**config.mk**
```make
export PLATFORM = sky130hd
export DESIGN_NAME = d_cache_responder_flat
export DESIGN_NICKNAME = d
export VERILOG_FILES = /design/src/rtl/d_cache_responder_pkg.sv /design/src/rtl/d_cache_responder_if.sv /design/src/rtl/d_cache_responder_array.sv /design/src/rtl/d_cache_responder.sv /design/src/flat_wrapper.sv
export SDC_FILE = /design/constraint.sdc
export NUM_CORES = 2
export LEC_CHECK = 0
export CAP_MARGIN = 20
export CORE_ASPECT_RATIO = 1.1
export CORE_MARGIN = 4
export CORE_UTILIZATION = 55
export CTS_CLUSTER_SIZE = 30
export DETAILED_ROUTE_END_ITERATION = 7
export GPL_ROUTABILITY_DRIVEN = 1
export PLACE_DENSITY = 0.71
export SKIP_LAST_GASP = 1
export SYNTH_ARGS = -nofsm -noshare
export SYNTH_HDL_FRONTEND = slang
export SYNTH_MEMORY_MAX_BITS = 65536
export SYNTH_SLANG_ARGS = --single-unit
```
**constraint.sdc**
```tcl
create_clock -name clk -period 9 [get_ports clk]
set_input_delay 2.25 -clock clk [delete_from_list [all_inputs] [get_ports clk]]
set_output_delay 2.25 -clock clk [all_outputs]
set_load 0.01 [all_outputs]
```
**src/rtl/d_cache_responder_pkg.sv**
```systemverilog
// Shared widths, types and address-field helpers for the data-cache responder.
// Address layout: {tag, index, word offset, byte offset}.
package d_cache_responder_pkg;

   localparam int ADDR_WIDTH         = 16;
   localparam int DATA_WIDTH         = 32;
   localparam int INDEX_WIDTH        = 5;
   localparam int BLOCK_OFFSET_WIDTH = 2;
   localparam int BYTE_OFFSET_WIDTH  = 2;
   localparam int TAG_WIDTH          = ADDR_WIDTH - INDEX_WIDTH - BLOCK_OFFSET_WIDTH - BYTE_OFFSET_WIDTH;
   localparam int LINE_WORDS         = 1 << BLOCK_OFFSET_WIDTH;
   localparam int LINES              = 1 << INDEX_WIDTH;

   typedef logic [ADDR_WIDTH-1:0]         addr_t;
   typedef logic [DATA_WIDTH-1:0]         word_t;
   typedef logic [TAG_WIDTH-1:0]          tag_t;
   typedef logic [INDEX_WIDTH-1:0]        index_t;
   typedef logic [BLOCK_OFFSET_WIDTH-1:0] offset_t;
   typedef logic [LINE_WORDS-1:0][DATA_WIDTH-1:0] line_t;

   typedef enum logic {
      READ  = 1'b0,
      WRITE = 1'b1
   } mem_action_t;

   typedef enum logic [2:0] {
      IDLE,
      REFILL_REQ,
      REFILL_DATA,
      REFILL_DONE,
      WRITE_REQ
   } d_cache_state_t;

   function automatic tag_t addr_tag(input addr_t a);
      return a[ADDR_WIDTH-1 -: TAG_WIDTH];
   endfunction

   function automatic index_t addr_index(input addr_t a);
      return a[BYTE_OFFSET_WIDTH + BLOCK_OFFSET_WIDTH +: INDEX_WIDTH];
   endfunction

   function automatic offset_t addr_offset(input addr_t a);
      return a[BYTE_OFFSET_WIDTH +: BLOCK_OFFSET_WIDTH];
   endfunction

   function automatic addr_t line_addr(input tag_t t, input index_t i);
      return {t, i, {(BLOCK_OFFSET_WIDTH + BYTE_OFFSET_WIDTH){1'b0}}};
   endfunction

endpackage

```
**src/rtl/d_cache_responder_if.sv**
```systemverilog
// Request/response bus between the pipeline glue, the cache and the memory port.
// master = pipeline + memory side, slave = the cache itself.
interface d_cache_responder_if;
   import d_cache_responder_pkg::*;

   logic        in_valid;
   mem_action_t in_mem_action;
   addr_t       in_addr;
   addr_t       in_addr_next;
   word_t       in_data;

   logic        out_valid;
   word_t       out_data;

   logic        mem_req_valid;
   logic        mem_req_ready;
   logic        mem_req_write;
   addr_t       mem_req_addr;
   word_t       mem_req_data;
   logic        mem_resp_valid;
   word_t       mem_resp_data;

   modport master (
      output in_valid, in_mem_action, in_addr, in_addr_next, in_data,
      output mem_req_ready, mem_resp_valid, mem_resp_data,
      input  out_valid, out_data,
      input  mem_req_valid, mem_req_write, mem_req_addr, mem_req_data
   );

   modport slave (
      input  in_valid, in_mem_action, in_addr, in_addr_next, in_data,
      input  mem_req_ready, mem_resp_valid, mem_resp_data,
      output out_valid, out_data,
      output mem_req_valid, mem_req_write, mem_req_addr, mem_req_data
   );

endinterface

```
**src/rtl/d_cache_responder_array.sv**
```systemverilog
// Tag and data storage with registered reads; data is banked per word so a
// single word can be written while the whole line is read out.
module d_cache_responder_array
   import d_cache_responder_pkg::*;
(
   input  logic    clk,
   input  index_t  rd_index,
   output tag_t    rd_tag,
   output line_t   rd_line,
   input  logic    we_tag,
   input  logic    we_data,
   input  index_t  wr_index,
   input  offset_t wr_offset,
   input  tag_t    wr_tag,
   input  word_t   wr_data
);

   tag_t tag_mem [LINES];
   tag_t rd_tag_reg;

   always_ff @(posedge clk) begin
      if (we_tag) begin
         tag_mem[wr_index] <= wr_tag;
      end
      rd_tag_reg <= tag_mem[rd_index];
   end

   assign rd_tag = rd_tag_reg;

   genvar gi;
   generate
      for (gi = 0; gi < LINE_WORDS; gi++) begin : g_bank
         word_t data_mem [LINES];
         word_t rd_word_reg;

         always_ff @(posedge clk) begin
            if (we_data && (wr_offset == offset_t'(gi))) begin
               data_mem[wr_index] <= wr_data;
            end
            rd_word_reg <= data_mem[rd_index];
         end

         assign rd_line[gi] = rd_word_reg;
      end
   endgenerate

endmodule

```
**src/rtl/d_cache_responder.sv**
```systemverilog
// Blocking, direct-mapped, write-through, no-write-allocate data cache.
// Read hits answer combinationally; misses refill a full line over a word-burst port.
module d_cache_responder
   import d_cache_responder_pkg::*;
(
   input  logic               clk,
   input  logic               rst_n,
   d_cache_responder_if.slave bus
);

   d_cache_state_t state_reg, state_next;
   offset_t        beat_reg, beat_next;
   logic [LINES-1:0] valid_reg, valid_next;
   tag_t           req_tag_reg, req_tag_next;
   index_t         req_index_reg, req_index_next;
   logic           mem_req_valid_reg, mem_req_valid_next;
   logic           mem_req_write_reg, mem_req_write_next;
   addr_t          mem_req_addr_reg, mem_req_addr_next;
   word_t          mem_req_data_reg, mem_req_data_next;

   tag_t    cur_tag;
   index_t  cur_index;
   offset_t cur_offset;
   tag_t    rd_tag;
   line_t   rd_line;
   logic    hit;
   logic    line_fill;
   logic    line_inval;
   logic    we_tag;
   logic    we_data;
   index_t  wr_index;
   offset_t wr_offset;
   word_t   wr_data;

   assign cur_tag    = addr_tag(bus.in_addr);
   assign cur_index  = addr_index(bus.in_addr);
   assign cur_offset = addr_offset(bus.in_addr);
   // Array output corresponds to in_addr because in_addr_next led it by one cycle.
   assign hit        = valid_reg[cur_index] && (rd_tag == cur_tag);

   d_cache_responder_array u_array (
      .clk       (clk),
      .rd_index  (addr_index(bus.in_addr_next)),
      .rd_tag    (rd_tag),
      .rd_line   (rd_line),
      .we_tag    (we_tag),
      .we_data   (we_data),
      .wr_index  (wr_index),
      .wr_offset (wr_offset),
      .wr_tag    (req_tag_reg),
      .wr_data   (wr_data)
   );

   genvar gi;
   generate
      for (gi = 0; gi < LINES; gi++) begin : g_valid
         assign valid_next[gi] = (line_fill && (req_index_reg == index_t'(gi))) ? 1'b1 :
                                 (line_inval && (cur_index == index_t'(gi))) ? 1'b0 :
                                 valid_reg[gi];
      end
   endgenerate

   always_ff @(posedge clk or negedge rst_n) begin
      if (!rst_n) begin
         state_reg         <= IDLE;
         beat_reg          <= '0;
         valid_reg         <= '0;
         req_tag_reg       <= '0;
         req_index_reg     <= '0;
         mem_req_valid_reg <= 1'b0;
         mem_req_write_reg <= 1'b0;
         mem_req_addr_reg  <= '0;
         mem_req_data_reg  <= '0;
      end else begin
         state_reg         <= state_next;
         beat_reg          <= beat_next;
         valid_reg         <= valid_next;
         req_tag_reg       <= req_tag_next;
         req_index_reg     <= req_index_next;
         mem_req_valid_reg <= mem_req_valid_next;
         mem_req_write_reg <= mem_req_write_next;
         mem_req_addr_reg  <= mem_req_addr_next;
         mem_req_data_reg  <= mem_req_data_next;
      end
   end

   always_comb begin
      state_next         = state_reg;
      beat_next          = beat_reg;
      req_tag_next       = req_tag_reg;
      req_index_next     = req_index_reg;
      mem_req_valid_next = mem_req_valid_reg;
      mem_req_write_next = mem_req_write_reg;
      mem_req_addr_next  = mem_req_addr_reg;
      mem_req_data_next  = mem_req_data_reg;
      bus.out_valid      = 1'b0;
      bus.out_data       = '0;
      line_fill          = 1'b0;
      line_inval         = 1'b0;
      we_tag             = 1'b0;
      we_data            = 1'b0;
      wr_index           = req_index_reg;
      wr_offset          = beat_reg;
      wr_data            = bus.mem_resp_data;

      unique case (state_reg)
         IDLE: begin
            if (bus.in_valid) begin
               if (bus.in_mem_action == READ) begin
                  if (hit) begin
                     bus.out_valid = 1'b1;
                     bus.out_data  = rd_line[cur_offset];
                  end else begin
                     // Drop the victim now so a partially refilled line is never seen as valid.
                     line_inval         = 1'b1;
                     req_tag_next       = cur_tag;
                     req_index_next     = cur_index;
                     mem_req_valid_next = 1'b1;
                     mem_req_write_next = 1'b0;
                     mem_req_addr_next  = line_addr(cur_tag, cur_index);
                     state_next         = REFILL_REQ;
                  end
               end else begin
                  if (hit) begin
                     we_data   = 1'b1;
                     wr_index  = cur_index;
                     wr_offset = cur_offset;
                     wr_data   = bus.in_data;
                  end
                  mem_req_valid_next = 1'b1;
                  mem_req_write_next = 1'b1;
                  mem_req_addr_next  = {bus.in_addr[ADDR_WIDTH-1:BYTE_OFFSET_WIDTH],
                                        {BYTE_OFFSET_WIDTH{1'b0}}};
                  mem_req_data_next  = bus.in_data;
                  state_next         = WRITE_REQ;
               end
            end
         end
         REFILL_REQ: begin
            if (bus.mem_req_ready) begin
               mem_req_valid_next = 1'b0;
               state_next         = REFILL_DATA;
            end
         end
         REFILL_DATA: begin
            if (bus.mem_resp_valid) begin
               we_data   = 1'b1;
               beat_next = beat_reg + offset_t'(1);
               if (beat_reg == offset_t'(LINE_WORDS - 1)) begin
                  we_tag     = 1'b1;
                  line_fill  = 1'b1;
                  state_next = REFILL_DONE;
               end
            end
         end
         REFILL_DONE: begin
            state_next = IDLE;
         end
         WRITE_REQ: begin
            if (bus.mem_req_ready) begin
               mem_req_valid_next = 1'b0;
               bus.out_valid      = bus.in_valid;
               state_next         = IDLE;
            end
         end
         default: begin
            state_next = IDLE;
         end
      endcase
   end

   assign bus.mem_req_valid = mem_req_valid_reg;
   assign bus.mem_req_write = mem_req_write_reg;
   assign bus.mem_req_addr  = mem_req_addr_reg;
   assign bus.mem_req_data  = mem_req_data_reg;

endmodule

```
**src/flat_wrapper.sv**
```systemverilog
// flat-port wrapper written by rule: the top's interface ports become plain ports
module d_cache_responder_flat import d_cache_responder_pkg::*;
  (clk, rst_n, bus_in_valid, bus_in_mem_action, bus_in_addr, bus_in_addr_next, bus_in_data, bus_mem_req_ready, bus_mem_resp_valid, bus_mem_resp_data, bus_out_valid, bus_out_data, bus_mem_req_valid, bus_mem_req_write, bus_mem_req_addr, bus_mem_req_data);
  d_cache_responder_if bus_i ();
  input  logic clk;
  input  logic rst_n;
  input wire logic [$bits(bus_i.in_valid)-1:0] bus_in_valid;
  input wire logic [$bits(bus_i.in_mem_action)-1:0] bus_in_mem_action;
  input wire logic [$bits(bus_i.in_addr)-1:0] bus_in_addr;
  input wire logic [$bits(bus_i.in_addr_next)-1:0] bus_in_addr_next;
  input wire logic [$bits(bus_i.in_data)-1:0] bus_in_data;
  input wire logic [$bits(bus_i.mem_req_ready)-1:0] bus_mem_req_ready;
  input wire logic [$bits(bus_i.mem_resp_valid)-1:0] bus_mem_resp_valid;
  input wire logic [$bits(bus_i.mem_resp_data)-1:0] bus_mem_resp_data;
  output wire logic [$bits(bus_i.out_valid)-1:0] bus_out_valid;
  output wire logic [$bits(bus_i.out_data)-1:0] bus_out_data;
  output wire logic [$bits(bus_i.mem_req_valid)-1:0] bus_mem_req_valid;
  output wire logic [$bits(bus_i.mem_req_write)-1:0] bus_mem_req_write;
  output wire logic [$bits(bus_i.mem_req_addr)-1:0] bus_mem_req_addr;
  output wire logic [$bits(bus_i.mem_req_data)-1:0] bus_mem_req_data;
  assign bus_i.in_valid = bus_in_valid;
  assign bus_i.in_mem_action = bus_in_mem_action;
  assign bus_i.in_addr = bus_in_addr;
  assign bus_i.in_addr_next = bus_in_addr_next;
  assign bus_i.in_data = bus_in_data;
  assign bus_i.mem_req_ready = bus_mem_req_ready;
  assign bus_i.mem_resp_valid = bus_mem_resp_valid;
  assign bus_i.mem_resp_data = bus_mem_resp_data;
  assign bus_out_valid = bus_i.out_valid;
  assign bus_out_data = bus_i.out_data;
  assign bus_mem_req_valid = bus_i.mem_req_valid;
  assign bus_mem_req_write = bus_i.mem_req_write;
  assign bus_mem_req_addr = bus_i.mem_req_addr;
  assign bus_mem_req_data = bus_i.mem_req_data;
  d_cache_responder u_core (.clk(clk), .rst_n(rst_n), .bus(bus_i));
endmodule
```
==> reports/summary.txt <==
Status: finished clean
CP endpoint kind: output pin
Post-synth ARST share: 2.13%
Iter 0 DRT Violations: 11900
Drt first pass iters: 6
Dpl hpwl: 242000 um
Setup bufs post-CTS: 0
Num Clock Sinks: 4552
Worst Tran Pin Value: 1230 ps
Final min period: 8700 ps
CTS tree: built
Cell variety after synth: 53
Synth warn: 0
Syn avg cell area: 24.4 um2
Power per cell area: 232 nW/um2
# rows: 215
Largest family of logic cells by synthesized area: multiplexers
Maxcap violations: 0
Achievable Freq: 115 MHz
Worst-path clk slew: 60 ps
Sum Neg Setup Slack: 0 ps
Synthesis-to-layout area growth: 13.7%
Worst IR Drop VDD: 0.000166 V
Antenna violations before repair: 55
WP data required: 6750 ps
Hold Buf Count CTS: 0
H-tree depth: 5
Compound-cell area share of the yosys netlist: 0.335%
WL/cell: 35.9 um
Startpoint types: input pin
Crit-path max FO: 32
R2R setup slack: 4390 ps
Remaining DRCs: 0
Vias/cell: 6.65
Syn Inst Count: 7068
GRT Util Overall: 27.1%
Gpl congestion: 0.825
Total core area: 312000 um2
Die width: 542 um
Adder-cell share of the synthesized area: 0.00724%
DRT antenna net count: 0
Total wire length: 436000 um
Vias in the first global route: 81600
Ratio of cells with drive above 1 in the final layout: 33.9%
Synthesized-area fraction occupied by xor and xnor cells: 0.0456%
Hold WC Path Type: register to register
Fin crit share: 96.6%
CP Data Arrival Time: 6450 ps
Area of the mapped netlist: 173000 um2
# resized after CTS: 0
First-pass GRT wire length: 617000 um
Mux share of post-synthesis cell area: 19.5%
Relative slew slack: 18.1%
DR vias: 80700
Nets: 7675
Critical path class: input pin to output pin
I/O pin cnt: 185
Worst-skew pair later-pin latency: 990 ps
Yosys reg bits: 4552
Seq/Total Area, Yosys: 78.1%
Leakage power: 61.3 nW
Hold Fails Final Rpt: 0
Setup Viol. Count Final: 0
Clk buf depth: 4
Total CTS buffers: 427
Overall power: 0.0456 W
Slew Limit Fails: 0
Fraction of the mapped netlist area in simple logic gates: 1.11%
EDFF count, synth: 4320
Root Driver: clkbuf_16
GRT overflow: 0
Layout Utilization: 62.9%
Die area: 323000 um2
Number of I/O port buffers: 169
RSZ-0062 raised after global routing: false
Number of flip-flops in the largest register: 4096
Largest net degree at the start of global routing: 139
Max Clock Skew: 75.3 ps
Initial Util: 55.3%
Ys flop type: edfxtp_1
Die H: 596 um
cell usage in the layout, fill, tap and decap left out, types with 28 or more instances in the layout:
cell             instances
buf_4                  252
clkbuf_16              431
dfrtp_1                 97
clkinv_2                82
diode_2                 77
bufinv_16               44
mux2_4                  35
clkdlybuf4s50_1        161
nand2_1                128
mux4_2                1388
dfxtp_1                135
clkbuf_1                93
mux2_2                 167
o21ai_0                 34
edfxtp_1              4320
and3_1                  36
nor3_2                 105
clkinv_1                74
buf_12                  45
nor3_1                  28
report_power, final:
group	switching (W)	internal (W)	leakage [nW]
clock	0.00781	0.0103	6.85
sequential	0.000269	0.0236	41.2
combinational	0.00231	0.00133	13.2
path summary, 6_finish.rpt:
check | cells past startpoint | from | endpoint
worst min register to register | 2 | u_core.bus.mem_req_data[22]$_DFFE_PN0P_ | u_core.bus.mem_req_data[22]$_DFFE_PN0P_
worst min-delay path | 2 | u_core.bus.mem_req_data[22]$_DFFE_PN0P_ | u_core.bus.mem_req_data[22]$_DFFE_PN0P_
min in group asynchronous | 1 | rst_n | u_core.bus.mem_req_addr[9]$_DFFE_PN0P_
worst max-delay path | 8 | bus_in_addr[5] | bus_out_data[31]
worst max register to register | 9 | u_core.state_reg[1]$_DFFE_PN0P_ | u_core.u_array.g_bank[3].data_mem[20][26]$_DFFE_PP_
max in group asynchronous | 2 | rst_n | u_core.bus.mem_req_data[30]$_DFFE_PN0P_
cells in the mapped netlist (all sizes together) (3+ instances only):
master  instances  share of area [%]
o31ai          20              0.087
or3b            3              0.015
mux4         1388                 18
nor4            4              0.027
and3           37               0.13
o41ai          12              0.061
o21ai          34              0.098
nand2b          5              0.018
nor2b          11              0.040
clkbuf        299               0.65
nor2           42              0.091
nand3b          3              0.013
dfrtp          97                1.4
dfxtp         135                1.6
nand3          21              0.061
inv             8              0.017
nor3          133               0.39
mux2i          11              0.075
buf           115               0.29
and2            4              0.014
nand2         128               0.28
xnor2           5              0.025
xor2            4              0.020
edfxtp       4320                 75
mux2          202                1.3
a22o            3              0.015
kinds of logic after synthesis:
family                   after synthesis
flip-flops                          4552
other                                  1
buffers and inverters                422
XOR/XNOR                               9
adder cells (fa/ha/maj)                1
multiplexers                        1601
AND/OR/NAND/NOR                      398
AO/OA/AOI/OAI                         84
worst max-delay path: stages:
cell,delay [ps]
clkdlybuf4s50_1,930
or3b_1,420
o221ai_1,320
a211oi_4,120
nor4_4,690
buf_4,630
and3_1,460
clkdlybuf4s50_1,600
final cells by class:
type	instances	area (um2)
Sequential cell	4552	135000
Fill cell	20000	116000
Multi-Input combinational cell	2095	37300
Clock buffer	544	11400
Tap cell	4123	5160
Timing Repair Buffer	488	4790
Clock inverter	246	2660
Antenna cell	77	193
Inverter	8	30.0
routing by layer:
layer / track usage [%] / routed length (um) / vias up
met2: 43.1 / 214000 / 5043
met1: 37.6 / 157000 / 43400
met5: 0 / 41 / -
li1: - / - / 31500
met3: 4.69 / 44200 / 744
met4: 12.0 / 20600 / 6
per-stage QoR:
step / hold slack [ps] / setup slack (ps) / area [um2] / std cells
finish: 472 / 303 / 196000 / 12100
CTS: 478 / 313 / 196000 / 12000
floorplan: 457 / 2070 / 173000 / 7069
global placement: 461 / 426 / 182000 / 11200
detailed placement: 461 / 315 / 182000 / 11200
global route: 506 / 194 / 196000 / 12100
(Power assumes the default switching activity.)
